==> src/rtl/cond_pkg.sv <==
// cond_pkg: shared condition codes, flag bit positions and flag-write enable positions.
package cond_pkg;

    typedef enum logic [3:0] {
        EQ = 4'b0000, NE = 4'b0001, CS = 4'b0010, CC = 4'b0011,
        MI = 4'b0100, PL = 4'b0101, VS = 4'b0110, VC = 4'b0111,
        HI = 4'b1000, LS = 4'b1001, GE = 4'b1010, LT = 4'b1011,
        GT = 4'b1100, LE = 4'b1101, AL = 4'b1110, NV = 4'b1111
    } cond_e;

    localparam int FLAG_N = 3;
    localparam int FLAG_Z = 2;
    localparam int FLAG_C = 1;
    localparam int FLAG_V = 0;

    localparam int FW_NZ = 1;
    localparam int FW_CV = 0;

    localparam logic [15:0] CNT_MAX = 16'hFFFF;

endpackage

==> src/rtl/cond_check.sv <==
// cond_check: combinational condition-code evaluator over the registered NZCV flags.
module cond_check
    import cond_pkg::*;
(
    input  logic [3:0] cond,
    input  logic [3:0] flags,
    output logic       cond_ex
);
    logic n, z, c, v;

    assign n = flags[FLAG_N];
    assign z = flags[FLAG_Z];
    assign c = flags[FLAG_C];
    assign v = flags[FLAG_V];

    always_comb begin
        cond_ex = 1'b0;
        case (cond_e'(cond))
            EQ: cond_ex = z;
            NE: cond_ex = ~z;
            CS: cond_ex = c;
            CC: cond_ex = ~c;
            MI: cond_ex = n;
            PL: cond_ex = ~n;
            VS: cond_ex = v;
            VC: cond_ex = ~v;
            HI: cond_ex = c & ~z;
            LS: cond_ex = ~c | z;
            GE: cond_ex = n == v;
            LT: cond_ex = n != v;
            GT: cond_ex = ~z & (n == v);
            LE: cond_ex = z | (n != v);
            AL: cond_ex = 1'b1;
            default: cond_ex = 1'b0;
        endcase
    end
endmodule

==> src/rtl/cond_logic.sv <==
// cond_logic: condition-gated commit controls, NZCV flag register and
// saturating committed/skipped instruction counters.
module cond_logic
    import cond_pkg::*;
(
    input  logic        CLK,
    input  logic        RESET_N,
    input  logic [3:0]  Cond,
    input  logic [3:0]  ALUFlags,
    input  logic [1:0]  FlagW,
    input  logic        PCS,
    input  logic        RegW,
    input  logic        MemW,
    input  logic        NoWrite,
    input  logic        Valid,
    input  logic        Stall,
    input  logic        Flush,
    input  logic        CntClr,
    output logic        PCSrc,
    output logic        RegWrite,
    output logic        MemWrite,
    output logic        CondEx,
    output logic [3:0]  Flags,
    output logic [15:0] ExecCount,
    output logic [15:0] SkipCount
);
    logic        cond_ex, commit, skip;
    logic [3:0]  flags_d, flags_q;
    logic [15:0] exec_d, exec_q, skip_d, skip_q;

    cond_check u_cond_check (.cond(Cond), .flags(flags_q), .cond_ex(cond_ex));

    assign commit = Valid & cond_ex & ~Stall & ~Flush;
    assign skip   = Valid & ~cond_ex & ~Stall & ~Flush;

    always_comb begin
        flags_d = flags_q;
        if (commit && FlagW[FW_NZ]) flags_d[FLAG_N:FLAG_Z] = ALUFlags[FLAG_N:FLAG_Z];
        if (commit && FlagW[FW_CV]) flags_d[FLAG_C:FLAG_V] = ALUFlags[FLAG_C:FLAG_V];
        exec_d = CntClr ? '0 : (commit && exec_q != CNT_MAX) ? exec_q + 16'd1 : exec_q;
        skip_d = CntClr ? '0 : (skip && skip_q != CNT_MAX) ? skip_q + 16'd1 : skip_q;
    end

    always_ff @(posedge CLK or negedge RESET_N) begin
        if (!RESET_N) begin
            flags_q <= '0;
            exec_q  <= '0;
            skip_q  <= '0;
        end else begin
            flags_q <= flags_d;
            exec_q  <= exec_d;
            skip_q  <= skip_d;
        end
    end

    // Gated controls are held low for the whole reset, not just after the flops clear.
    assign PCSrc     = RESET_N & PCS & commit;
    assign RegWrite  = RESET_N & RegW & ~NoWrite & commit;
    assign MemWrite  = RESET_N & MemW & commit;
    assign CondEx    = cond_ex;
    assign Flags     = flags_q;
    assign ExecCount = exec_q;
    assign SkipCount = skip_q;
endmodule

==> config.mk <==
export PLATFORM = sky130hd
export DESIGN_NAME = cond_logic
export DESIGN_NICKNAME = d
export VERILOG_FILES = /design/src/rtl/cond_pkg.sv /design/src/rtl/cond_check.sv /design/src/rtl/cond_logic.sv
export SDC_FILE = /design/constraint.sdc
export NUM_CORES = 1
export LEC_CHECK = 0
export CAP_MARGIN = 15
export CORE_MARGIN = 4
export CORE_UTILIZATION = 31
export CTS_CLUSTER_DIAMETER = 200
export CTS_CLUSTER_SIZE = 16
export DETAILED_ROUTE_END_ITERATION = 8
export SLEW_MARGIN = 0
export SYNTH_ARGS = -nofsm -noshare
export SYNTH_HDL_FRONTEND = slang
export SYNTH_HIERARCHICAL = 1
export SYNTH_SLANG_ARGS = --single-unit
==> constraint.sdc <==
create_clock -name CLK -period 4.1 [get_ports CLK]
set_clock_uncertainty 0.15 [all_clocks]
set_input_delay 0.82 -clock CLK [delete_from_list [all_inputs] [get_ports CLK]]
set_output_delay 0.82 -clock CLK [all_outputs]
set_load 0.1 [all_outputs]
After elaboration in Yosys (flattened, before gate mapping):

Cells that the tools add are included.

* output and inout port bits: 40
* flip-flop bits (word level): 36
* RAM bits: 0
* bits in latches: 0
* memories: 0
* ROM bits: 0

* muxes and demuxes: 5
* eq/ne operators: 18
* bitwise gates (word level): 25
* add/subtract/negate cells: 2
* shifts and indexed selects: 0
* $mul: 0
* order comparisons: 0
* div/mod/pow operators: 0
* reductions and logical operators: 7

Operators by type and width (count)
* $mux 16: 4
* $add 16x1->16 const B: 2
* $ne 16x16->1 const B: 2
* $eq 4x4->1 const B: 7
* $eq 4x3->1 const B: 4
* $and 1x1->1: 15
* $pmux 1 s15: 1
* $eq 4x2->1 const B: 2
* $not 1->1: 8
* $eq 4x1->1 const B: 1
* $logic_and 1x1->1: 4
* $logic_not 4->1: 1
* $reduce_bool 2->1: 2
* $or 1x1->1: 2
* $eq 1x1->1: 1
* $ne 1x1->1: 1

Depth between registers and ports, before layout:

* word-level depth: 10
* depth in mapped cells: 10
* gate-level depth less buffers: 9

Hierarchy:

Netlist, hierarchy kept.

By module, submodules not included
* cond_logic: instances 1, seq. area each 900.9 um2, cells an instance 205, area each 1989.4 um2
* cond_check: instances 1, seq. area each 0.0 um2, cells an instance 28, area each 193.9 um2

Least setup slack after synthesis:

No wires, ideal clock.

* kind: flip-flop to output port
* from: register flags_q[3] (netlist: Flags[3])
* to: output port RegWrite
* data required time: 3130 ps
* cell stages (with the launch flop): 7
* setup slack: -464 ps
* path buffers: 0
* data arrival time: 3594 ps
* cells stage by stage: dfrtp_1 xnor2_2 a221oi_1 a211o_1 a211o_1 and4bb_2 and4b_1

* cells in the longest elaborated chain, start to end: 7

Ends and longest elaborated chain
* from (decl): line cond_logic.sv:28 `logic [3:0] flags_d, flags_q;`
* from (signal assigned): line cond_logic.sv:50 `flags_q <= flags_d;`
* $ne 1x1->1 or $eq 1x1->1 (tied branches)
* $or 1x1->1 or $and 1x1->1 (tied branches): line cond_check.sv:32, cond_check.sv:31
* $pmux 1 s15 (*): line cond_check.sv:18 `case (cond_e'(cond))`
* via CondEx: line cond_logic.sv:22 `output logic CondEx,`
* $and 1x1->1 (*) (3 in series): line cond_logic.sv:33 `assign commit = Valid & cond_ex & ~Stall & ~Flush;`
* $and 1x1->1 (*): line cond_logic.sv:58 `assign RegWrite = RESET_N & RegW & ~NoWrite & commit;`
* to (decl): line cond_logic.sv:20 `output logic RegWrite,`

The timed path passes the listed nets; every way through them passes the cells marked *.

Worst setup path in the final report:

* from: input port Cond[3]
* to: output port RegWrite

* cells in the longest elaborated chain, start to end: 6

Ends and longest elaborated chain
* from (decl): line cond_logic.sv:8 `input logic [3:0] Cond,`
* $eq 4x4->1, or another cell as far along: line cond_check.sv:18
* $pmux 1 s15 (*): line cond_check.sv:18
* $and 1x1->1 (*) (3 in series): line cond_logic.sv:33
* $and 1x1->1 (*): line cond_logic.sv:58

Mark *: on every way between the ends. The rest lies on a longest branch, timed or not.

==> impl_metrics.py <==
metrics = {
    "timing": {
        "final-hold-violation-count": 0,
        "rsz0062_at_grt": "false",
        "setup_viol": 0,
        "relSlewSlack_pct": 22.0,
        "hold_slack_ns": 0.434,
        "fmax_ghz": 0.253,
        "setup_ws_ns": 0.145,
        "period_needed_ns": 3.95,
        "worst_pin_slew_ns": 1.16,
        "period_share_pct": 96.5,
        "finalMaxSlewViolations": 0,
    },
    "route": {
        "dr.pass1.iters": 4,
        "ant_nets": 0,
        "wire_per_inst_um": 14.5,
        "drc": 0,
        "drt-total-wl_mm": 5.65,
        "vias": 1937,
        "drtIter0Drc": 66,
        "vias_per_cell": 4.97,
    },
    "pwr": {
        "p_comb_share_pct": 29.5,
        "p_seq_share_pct": 41.6,
        "switching_share_pct": 35.6,
        "pwr-share-clk_pct": 28.9,
        "p_leak_nw": 1.16,
        "intPower_mw": 0.615,
        "vdd_drop_max_uv": 124,
        "power.switching_mw": 0.340,
        "p_per_area_nw_per_um2": 314,
    },
    "cells_and_area": {
        "final_util_pct": 44.5,
        "multi_input_area_um2": 1240,
        "fillers": 680,
        "drive_gt1_share_pct": 13.9,
        "area_growth_pct": 39.1,
        "diodes": 0,
        "nets": 316,
        "seq_area_um2": 902,
    },
    "floorplanning": {
        "die_y_um": 91.9,
        "core_um2": 6830,
        "start_util_pct": 32.0,
        "fp.dieW_um": 91.9,
        "io_pins": 60,
        "std_cell_rows": 30,
        "die_area_um2": 8450,
    },
    "cts": {
        "clock_latency_ns": 0.28,
        "cts.htree.levels": 2,
        "clk_pin_slew_ns": 0.07,
        "ctsHoldBuffers": 0,
        "cts_root_buf": "clkbuf_8",
        "clock_path_buffers": 2,
        "cts_post_setup_buffers_inserted": 0,
        "ctsResizeCount": 1,
        "clock_sinks": 36,
        "cts-buffers-inserted": 5,
        "cts_tree": "done",
    },
    "critical_path": {
        "required_ns": 3.13,
        "path_buf_inv": 2,
        "criticalPathCategory": "input pin to output port",
        "slowest_stage": "clkdlybuf4s50_1",
        "rr_endpoint": "SkipCount[14]$_DFFE_PN0P_",
        "slowest_delay_ns": 0.58,
        "r2r_slack_ns": 1.03,
        "crit_arrival_ns": 2.98,
        "path_cells": "clkdlybuf4s50_1 -> and3b_1 -> a221oi_1 -> a211o_1 -> a211o_2 -> and4bb_2 -> and4b_2 -> buf_12",
        "reg2reg_from": "Flags[0]$_DFFE_PN0P_",
        "cp_max_fo": 6,
        "reg2regPathDepth": 9,
        "start_kind": "input pin",
        "end_kind": "output port",
        "path_delay_family": "buffers and inverters",
    },
    "min_path": {
        "whs_path_depth": 2,
        "holdCritStartpoint": "ExecCount[15]$_DFFE_PN0P_",
        "worst_hold_path_type": "flip-flop to flip-flop",
        "worstHoldEndpoint": "ExecCount[15]$_DFFE_PN0P_",
    },
    "grt": {
        "gr-total-overflow": 0,
        "grt_pass1_vias": 1888,
        "antenna_found_initial": 0,
        "track_usage_pct": 13.6,
        "grt_start_max_net_pins": 37,
        "grt_pass1_wl_mm": 9.47,
    },
    "synth": {
        "yosysSeqAreaShare_pct": 41.3,
        "syn-cell-area_um2": 2180,
        "avgSynthCellArea_um2": 9.37,
        "synth-seq-cells": 36,
        "ys_types": 48,
        "netlist_instances": 233,
        "yosys_warnings": 6,
        "synth_fp_nets": 255,
    },
    "placed_design": {
        "dp_hpwl_mm": 4.13,
        "post-place-ws_ns": -0.00171,
        "portBuffers": 59,
        "gp_congestion": 0.791,
    },
    "flow_run": {
        "max-cap-violations": 0,
    },
    "status": {
        "outcome": "finished, final reports clean",
    },
}
## power by group through the flow
stage,clock [mW],combinational (mW),sequential [mW]
finish,0.276,0.282,0.397
global route,0.304,0.294,0.402
global placement,0,0.282,0.404
CTS,0.286,0.284,0.398
floorplan,0,0.0943,0.503
detailed placement,0,0.284,0.405
## worst min-delay path: stages, from the launching register on
cell and delay, ns:
dfrtp_1 0.38, xnor2_1 0.13, nor2_1 0.04
## sequential cells by signal, indices dropped and copies added (netlist names)
| register | cells |
|---|---|
| Flags | 4 |
| ExecCount | 16 |
| SkipCount | 16 |
## metrics by stage
| step | area, µm² | total power [mW] | instances | TNS, ns |
|---|---|---|---|---|
| floorplan | 2190 | 0.597 | 233 | 0 |
| finish | 3040 | 0.955 | 390 | 0 |
| detailed placement | 2940 | 0.689 | 383 | -0.00171 |
| CTS | 3040 | 0.968 | 390 | 0 |
| global route | 3040 | 1.00 | 390 | 0 |
| global placement | 2940 | 0.686 | 383 | 0 |
## logic make-up (layout without fill, tap and decap cells)
| logic type | Yosys count | count (layout) | synth area share, % |
|---|---|---|---|
| buffers and inverters | 14 | 75 | 2.52 |
| adders and majority gates | 2 | 2 | 1.15 |
| and+or+nand+nor | 120 | 120 | 30.4 |
| muxes | 10 | 10 | 5.39 |
| DFF | 36 | 36 | 41.3 |
| xor gates and xnor gates | 25 | 25 | 10.4 |
| AOI/OAI and AO/OA | 26 | 26 | 8.94 |
## cells in the final DEF, fill, tap and decap left out, types with 4 or more instances in the layout
cell / Yosys / layout
nand4_1: 8 / 8
buf_4: 0 / 6
nand2_1: 18 / 18
a31oi_1: 5 / 5
dfrtp_1: 36 / 35
clkbuf_8: 0 / 7
mux2_2: 6 / 6
and2_1: 5 / 5
buf_12: 0 / 4
clkdlybuf4s50_1: 0 / 53
nor2b_1: 4 / 4
and3_1: 7 / 5
a21oi_1: 6 / 6
xnor2_1: 23 / 23
nor3_1: 13 / 13
nand3_1: 5 / 5
nor2_1: 36 / 36
## cell type report
type / count / area share [%]
flip-flops and latches: 36 / 29.7
repair buffers: 65 / 22.0
clock buffers: 7 / 3.17
multi-input cells: 183 / 40.8
well taps: 96 / 3.95
inverters: 3 / 0.371
## worst max path at each step
stage	startpoint	endpoint	slack, ns	depth (start not counted)
2_1_floorplan	Flags[2]$_DFFE_PN0P_	RegWrite	0.14	6
3_3_place_gp	Cond[2]	PCSrc	0.05	8
3_5_place_dp	Cond[2]	RegWrite	-0.002	8
4_1_cts	Cond[3]	RegWrite	0.16	8
5_1_grt	Cond[3]	RegWrite	0.09	8
6_report	Cond[3]	RegWrite	0.15	8
## metal layers
layer	vias to the layer above	GRT usage (%)	share of wire, %
li1	947	-	-
met1	940	18.3	48
met2	46	22.0	46
met3	4	3.53	5.2
met4	0	2.97	0.81
met5	-	0	0
## Yosys cell counts (all sizes together)
library cell	count	area [µm²]
and2	5	31.3
inv	3	11.3
a311oi	2	35.0
o31ai	1	7.51
dfrtp	36	901
a221oi	1	8.76
clkbuf	8	30.0
nand2b	3	18.8
ha	2	25.0
nor3	13	65.1
xor2	1	8.76
xnor2	24	218
and3	7	43.8
nand4bb	1	11.3
or2	1	6.26
o21ai	2	10.0
and4bb	1	12.5
nor2	36	135
a21oi	6	30.0
nand3	6	42.5
a31o	1	8.76
nor4	3	18.8
o211ai	3	22.5
and4	2	17.5
nor2b	4	25.0
o21ba	1	10.0
a211o	2	17.5
mux2	8	97.6
a22oi	1	7.51
o22ai	1	6.26
nand2	18	67.6
and3b	1	8.76
mux2i	2	20.0
and4b	1	10.0
or3	1	6.26
nand4	9	62.6
buf	3	13.8
nor4b	4	50.1
nor3b	3	22.5
a31oi	5	31.3
or2b	1	7.51
(Power assumes the default switching activity.)
